<file path="config.mk">
export PLATFORM = sky130hd
export DESIGN_NAME = param_sync_fifo
export DESIGN_NICKNAME = d
export VERILOG_FILES = /design/src/rtl/fifo_pkg.sv /design/src/rtl/fifo_ptr.sv /design/src/rtl/param_sync_fifo.sv
export SDC_FILE = /design/constraint.sdc
export NUM_CORES = 1
export LEC_CHECK = 0
export ABC_AREA = 1
export CORE_ASPECT_RATIO = 1.5
export CORE_UTILIZATION = 35
export DETAILED_ROUTE_END_ITERATION = 10
export HOLD_SLACK_MARGIN = 0.03
export SYNTH_ARGS = -nofsm -noshare
export SYNTH_HDL_FRONTEND = slang
export SYNTH_HIERARCHICAL = 1
export SYNTH_SLANG_ARGS = --single-unit
</file>
<file path="constraint.sdc">
create_clock -name clk -period 6.35 [get_ports clk]
set_clock_uncertainty 0.1 [all_clocks]
set_input_delay 0.635 -clock clk [delete_from_list [all_inputs] [get_ports clk]]
set_output_delay 0.635 -clock clk [all_outputs]
set_load 0.05 [all_outputs]
</file>
<file path="src/rtl/fifo_pkg.sv">
// Shared definitions for the parametrised synchronous FIFO: parameter
// legality helpers, pointer-width helper and the sticky error-flag record.
package fifo_pkg;

    // Sticky error flags kept together so they reset and clear as one unit.
    typedef struct packed {
        logic overflow;
        logic underflow;
    } fifo_err_t;

    // Pointer width: index bits plus one wrap bit.
    function automatic int ptr_width(input int depth);
        return $clog2(depth) + 1;
    endfunction

    // True when v is a power of two and at least 2.
    function automatic bit is_pow2(input int v);
        return (v >= 2) && ((v & (v - 1)) == 0);
    endfunction

    // Full legality check of the FIFO parameter set.
    function automatic bit params_legal(input int data_width, input int depth,
                                        input int af_thresh, input int ae_thresh);
        return (data_width >= 1) && is_pow2(depth) &&
               (af_thresh >= 1) && (af_thresh <= depth) &&
               (ae_thresh >= 0) && (ae_thresh <= depth - 1);
    endfunction

endpackage

</file>
<file path="src/rtl/fifo_ptr.sv">
// Wrap-bit pointer register: synchronous active-low reset, synchronous clear,
// and a single-step increment that rolls over modulo 2^WIDTH.
module fifo_ptr #(
    parameter int WIDTH = 4
) (
    input  logic             clk,
    input  logic             n_rst,
    input  logic             clear,
    input  logic             inc,
    output logic [WIDTH-1:0] ptr
);

    logic [WIDTH-1:0] ptr_reg;
    logic [WIDTH-1:0] ptr_next;

    // Next pointer value: clear wins over increment; natural rollover at wrap.
    always_comb begin
        ptr_next = ptr_reg;
        if (clear) begin
            ptr_next = '0;
        end else if (inc) begin
            ptr_next = ptr_reg + WIDTH'(1);
        end
    end

    // Pointer register; reset overrides everything.
    always_ff @(posedge clk) begin
        if (!n_rst) begin
            ptr_reg <= '0;
        end else begin
            ptr_reg <= ptr_next;
        end
    end

    assign ptr = ptr_reg;

endmodule

</file>
<file path="src/rtl/param_sync_fifo.sv">
// Parametrised single-clock show-ahead FIFO with occupancy count,
// almost-full/almost-empty thresholds, synchronous flush and sticky
// overflow/underflow flags. All status outputs derive from registered
// pointers, so nothing combinationally depends on w_enable/r_enable.
module param_sync_fifo
    import fifo_pkg::*;
#(
    parameter int DATA_WIDTH = 8,
    parameter int DEPTH      = 8,
    parameter int AF_THRESH  = DEPTH - 1,
    parameter int AE_THRESH  = 1
) (
    input  logic                        clk,
    input  logic                        n_rst,
    input  logic                        clear,
    input  logic                        w_enable,
    input  logic [DATA_WIDTH-1:0]       w_data,
    input  logic                        r_enable,
    output logic [DATA_WIDTH-1:0]       r_data,
    output logic                        full,
    output logic                        empty,
    output logic                        almost_full,
    output logic                        almost_empty,
    output logic [ptr_width(DEPTH)-1:0] count,
    output logic                        overflow,
    output logic                        underflow
);

    localparam int ADDR_W = $clog2(DEPTH);
    localparam int PTR_W  = ptr_width(DEPTH);
    localparam logic [PTR_W-1:0] AF_LEVEL = PTR_W'(AF_THRESH);
    localparam logic [PTR_W-1:0] AE_LEVEL = PTR_W'(AE_THRESH);

    // Reject illegal parameter sets at elaboration time.
    generate
        if (!params_legal(DATA_WIDTH, DEPTH, AF_THRESH, AE_THRESH)) begin : g_param_check
            $error("param_sync_fifo: illegal DATA_WIDTH/DEPTH/AF_THRESH/AE_THRESH");
        end
    endgenerate

    logic [PTR_W-1:0]      w_ptr;
    logic [PTR_W-1:0]      r_ptr;
    logic [ADDR_W-1:0]     w_addr;
    logic [ADDR_W-1:0]     r_addr;
    logic                  push_ok;
    logic                  pop_ok;
    logic [DEPTH-1:0]      wr_sel;
    logic [DATA_WIDTH-1:0] mem_reg [DEPTH];
    fifo_err_t             err_reg;
    fifo_err_t             err_next;

    assign w_addr = w_ptr[ADDR_W-1:0];
    assign r_addr = r_ptr[ADDR_W-1:0];

    // Status from the pre-edge pointers.
    assign empty = (w_ptr == r_ptr);
    assign full  = (w_addr == r_addr) && (w_ptr[ADDR_W] != r_ptr[ADDR_W]);
    assign count = w_ptr - r_ptr;

    assign almost_full  = (count >= AF_LEVEL);
    assign almost_empty = (count <= AE_LEVEL);

    // A flush suppresses any push or pop requested in the same cycle.
    assign push_ok = w_enable && !full  && !clear;
    assign pop_ok  = r_enable && !empty && !clear;

    fifo_ptr #(
        .WIDTH (PTR_W)
    ) u_w_ptr (
        .clk   (clk),
        .n_rst (n_rst),
        .clear (clear),
        .inc   (push_ok),
        .ptr   (w_ptr)
    );

    fifo_ptr #(
        .WIDTH (PTR_W)
    ) u_r_ptr (
        .clk   (clk),
        .n_rst (n_rst),
        .clear (clear),
        .inc   (pop_ok),
        .ptr   (r_ptr)
    );

    // One-hot write select per storage entry.
    generate
        for (genvar gi = 0; gi < DEPTH; gi++) begin : g_wr_sel
            assign wr_sel[gi] = push_ok && (w_addr == ADDR_W'(gi));
        end
    endgenerate

    // Storage: zeroed by reset, untouched by clear, written on accepted push.
    always_ff @(posedge clk) begin
        for (int i = 0; i < DEPTH; i++) begin
            if (!n_rst) begin
                mem_reg[i] <= '0;
            end else if (wr_sel[i]) begin
                mem_reg[i] <= w_data;
            end
        end
    end

    // Show-ahead read: head entry is always presented.
    assign r_data = mem_reg[r_addr];

    // Sticky error flags: set on a rejected request, dropped by clear.
    always_comb begin
        err_next = err_reg;
        if (clear) begin
            err_next = '0;
        end else begin
            if (w_enable && full) begin
                err_next.overflow = 1'b1;
            end
            if (r_enable && empty) begin
                err_next.underflow = 1'b1;
            end
        end
    end

    // Error flag register.
    always_ff @(posedge clk) begin
        if (!n_rst) begin
            err_reg <= '0;
        end else begin
            err_reg <= err_next;
        end
    end

    assign overflow  = err_reg.overflow;
    assign underflow = err_reg.underflow;

endmodule

</file>
==> run_results.csv <==
group,metric,value,unit
status,status,"complete, no violations",
setup_path,start_kind,"register",
clock_tree,htreeDepth,3,
timing,tightest_slew,1.07,ns
cells_and_area,multi_input_area,1370,um2
pwr,p_leak,1.88,nW
setup_path,setup.worst_path.class,"reg -> out",
detailed_routing,drc_errors,0,
clock_tree,cts_hold_buf,0,
synthesis,synth_area,3720,um2
pwr,power_density,264,nW/um2
synthesis,synth_top_cell_area_share,51.6,%
pwr,total_power,0.00117,W
timing,fin_setup_tns,0,ns
cells_and_area,syn2layout_area_growth,18.6,%
timing,min_period,4.14,ns
grt,first_global_vias,2865,
clock_tree,cts_buffers,9,
timing,setup_violations,0,
synthesis,synth_largest_area_cell,"edfxtp_1",
worst_hold_path,hold_path_class,"reg -> reg",
cells_and_area,largest_reg_flops,64,
cells_and_area,area.sequential,2120,um2
detailed_routing,num_vias,2892,
detailed_routing,post_drt_via_cell_ratio,4.89,
synthesis,ys_seq_elements,74,
placed_design,dpl.hpwl,6300,um
detailed_routing,routed_wl,8960,um
grt,antenna_found_initial,0,
timing,clock.fmax,0.242,GHz
grt,overflow,0,
synthesis,synth_enable_flop_cells,64,
placed_design,dp.cells,575,
placed_design,dp_slack,2.58,ns
cells_and_area,final_cells,591,
timing,rsz0062_at_grt,"no",
setup_path,worstPathMaxFanout,29,
cells_and_area,layout.nets,464,
grt,grt_usage,17.4,%
synthesis,synthArstFlopShare,0,%
synthesis,synth_flop_cell,"edfxtp_1",
clock_tree,cts.repair.resized,0,
floorplan,die_h,128,um
setup_path,critPathArrivalTime,3.40,ns
floorplan,start_util,36.3,%
synthesis,yosysMostFrequentCell,"nor2_1",
timing,fin_crit_sh,65.2,%
synthesis,yosys_warnings,6,
clock_tree,cts_sinks,74,
setup_path,endpoint_kind,"primary output",
floorplan,core_area,10200,um2
synthesis,ys_seq_area_share,57.0,%
detailed_routing,firstDrtPassIters,4,
synthesis,yosys-top-cells-area,"edfxtp_1 52%, nor2_1 11%, nand2_1 10%, dfxtp_1 5.4%, o21ai_0 3.5%",
clock_tree,ctsLongestPathBuffers,2,
timing,fin_ws,2.21,ns
timing,maxSlewViolCount,0,
clock_tree,clkLatencyLatePin,0.33,ns
cells_and_area,diodes,0,
detailed_routing,drt-initial-drc-count,239,
floorplan,die-area,11100,um2
synthesis,syn_nets,437,
synthesis,synth_cells,418,
grt,grt_max_degree,47,
synthesis,yosysUniqueCellTypes,27,
floorplan,io_pins,31,
setup_path,critical_path_required,5.61,ns
synthesis,synthTopCellsByCount,"107 x nor2_1, 102 x nand2_1, 64 x edfxtp_1",
grt,grt_pass1_wl,14200,um
cells_and_area,utilization,43.1,%
floorplan,die_x,86.2,um
clock_tree,clk_pin_slew_worst_paths,0.06,ns
job,max_cap_violations,0,
cells_and_area,drive_gt1_share,7.33,%
placed_design,gp_congestion,0.835,
detailed_routing,drt.antenna.violating_nets,0,
floorplan,rows,45,
pwr,vdd.ir_drop.worst,134,uV
clock_tree,post_cts_buffers,0,
detailed_routing,wire_per_inst,15.2,um
clock_tree,cts_tree,"built",
timing,slew_headroom,28.7,%
timing,hold_viol_final,0,
clock_tree,clockRootBuffer,"clkbuf_16",
synthesis,synth_area_per_cell,8.91,um2
cells_and_area,fill_cells,1036,
placed_design,port-buffer-count,30,
[layout make-up]
type	instances	share of cell area, %
multi-input cells	292	31.1
well taps	141	4.00
inverters	37	3.15
repair buffers	31	6.97
clock buffers	10	5.19
flip-flops and latches	74	48.1
clock inverters	6	1.50
[layer usage]
layer	share of wire (%)	global-route usage, %
met5	0	0
met4	2.4	7.94
met3	5.5	3.86
met2	53	31.4
met1	39	19.4
[power by group]
part	internal (W)	switching, W
sequential	0.000545	0.00000632
clock	0.000306	0.000200
combinational	0.0000322	0.0000788
total	0.000882	0.000285
[per-stage QoR]
| stage | cell area, um2 | hold slack [ns] |
|---|---|---|
| floorplan | 3720 | 0.373 |
| global placement | 4120 | 0.341 |
| CTS | 4410 | 0.354 |
| finish | 4410 | 0.354 |
| global route | 4410 | 0.401 |
| detailed placement | 4120 | 0.343 |
[final timing paths]
kind	from	endpoint	slack (ns)	cells past startpoint
min	underflow$_SDFFE_PP0P_	underflow$_SDFFE_PP0P_	0.35	2
max reg2reg	u_r_ptr/ptr[1]$_SDFFE_PP0P_	u_w_ptr/ptr[3]$_SDFFE_PP0P_	2.95	12
min reg2reg	underflow$_SDFFE_PP0P_	underflow$_SDFFE_PP0P_	0.35	2
max	u_r_ptr/ptr[1]$_SDFFE_PP0P_	full	2.21	7
[cell families after synthesis]
family	Yosys count	share of synthesized area, %
AO/OA/AOI/OAI	45	6.59
XOR/XNOR	1	0.235
adder cells (fa/ha/maj)	6	2.22
AND/OR/NAND/NOR	240	27.9
buffers and inverters	52	6.08
flip-flops	74	57.0
[critical path, stage by stage (launching register included)]
cell and delay, ns:
dfxtp_1 1.03, inv_1 0.35, ha_1 0.41, nand3_1 0.11, inv_2 0.10, nand2_4 0.15, inv_1 0.12, clkdlybuf4s50_1 0.81
[cell usage in the layout, fill, tap and decap left out, types with 3 or more instances in the layout]
cell               n
nand4_2            6
nand2_1          102
inv_2              3
ha_1               5
clkdlybuf4s50_1   30
o21ai_0           26
nand3_1           15
nor2_1           107
inv_1             33
dfxtp_1           10
clkbuf_16          9
edfxtp_1          64
o211ai_1           8
a21oi_1            9
Note: power is estimated with default switching activity, not from simulation.
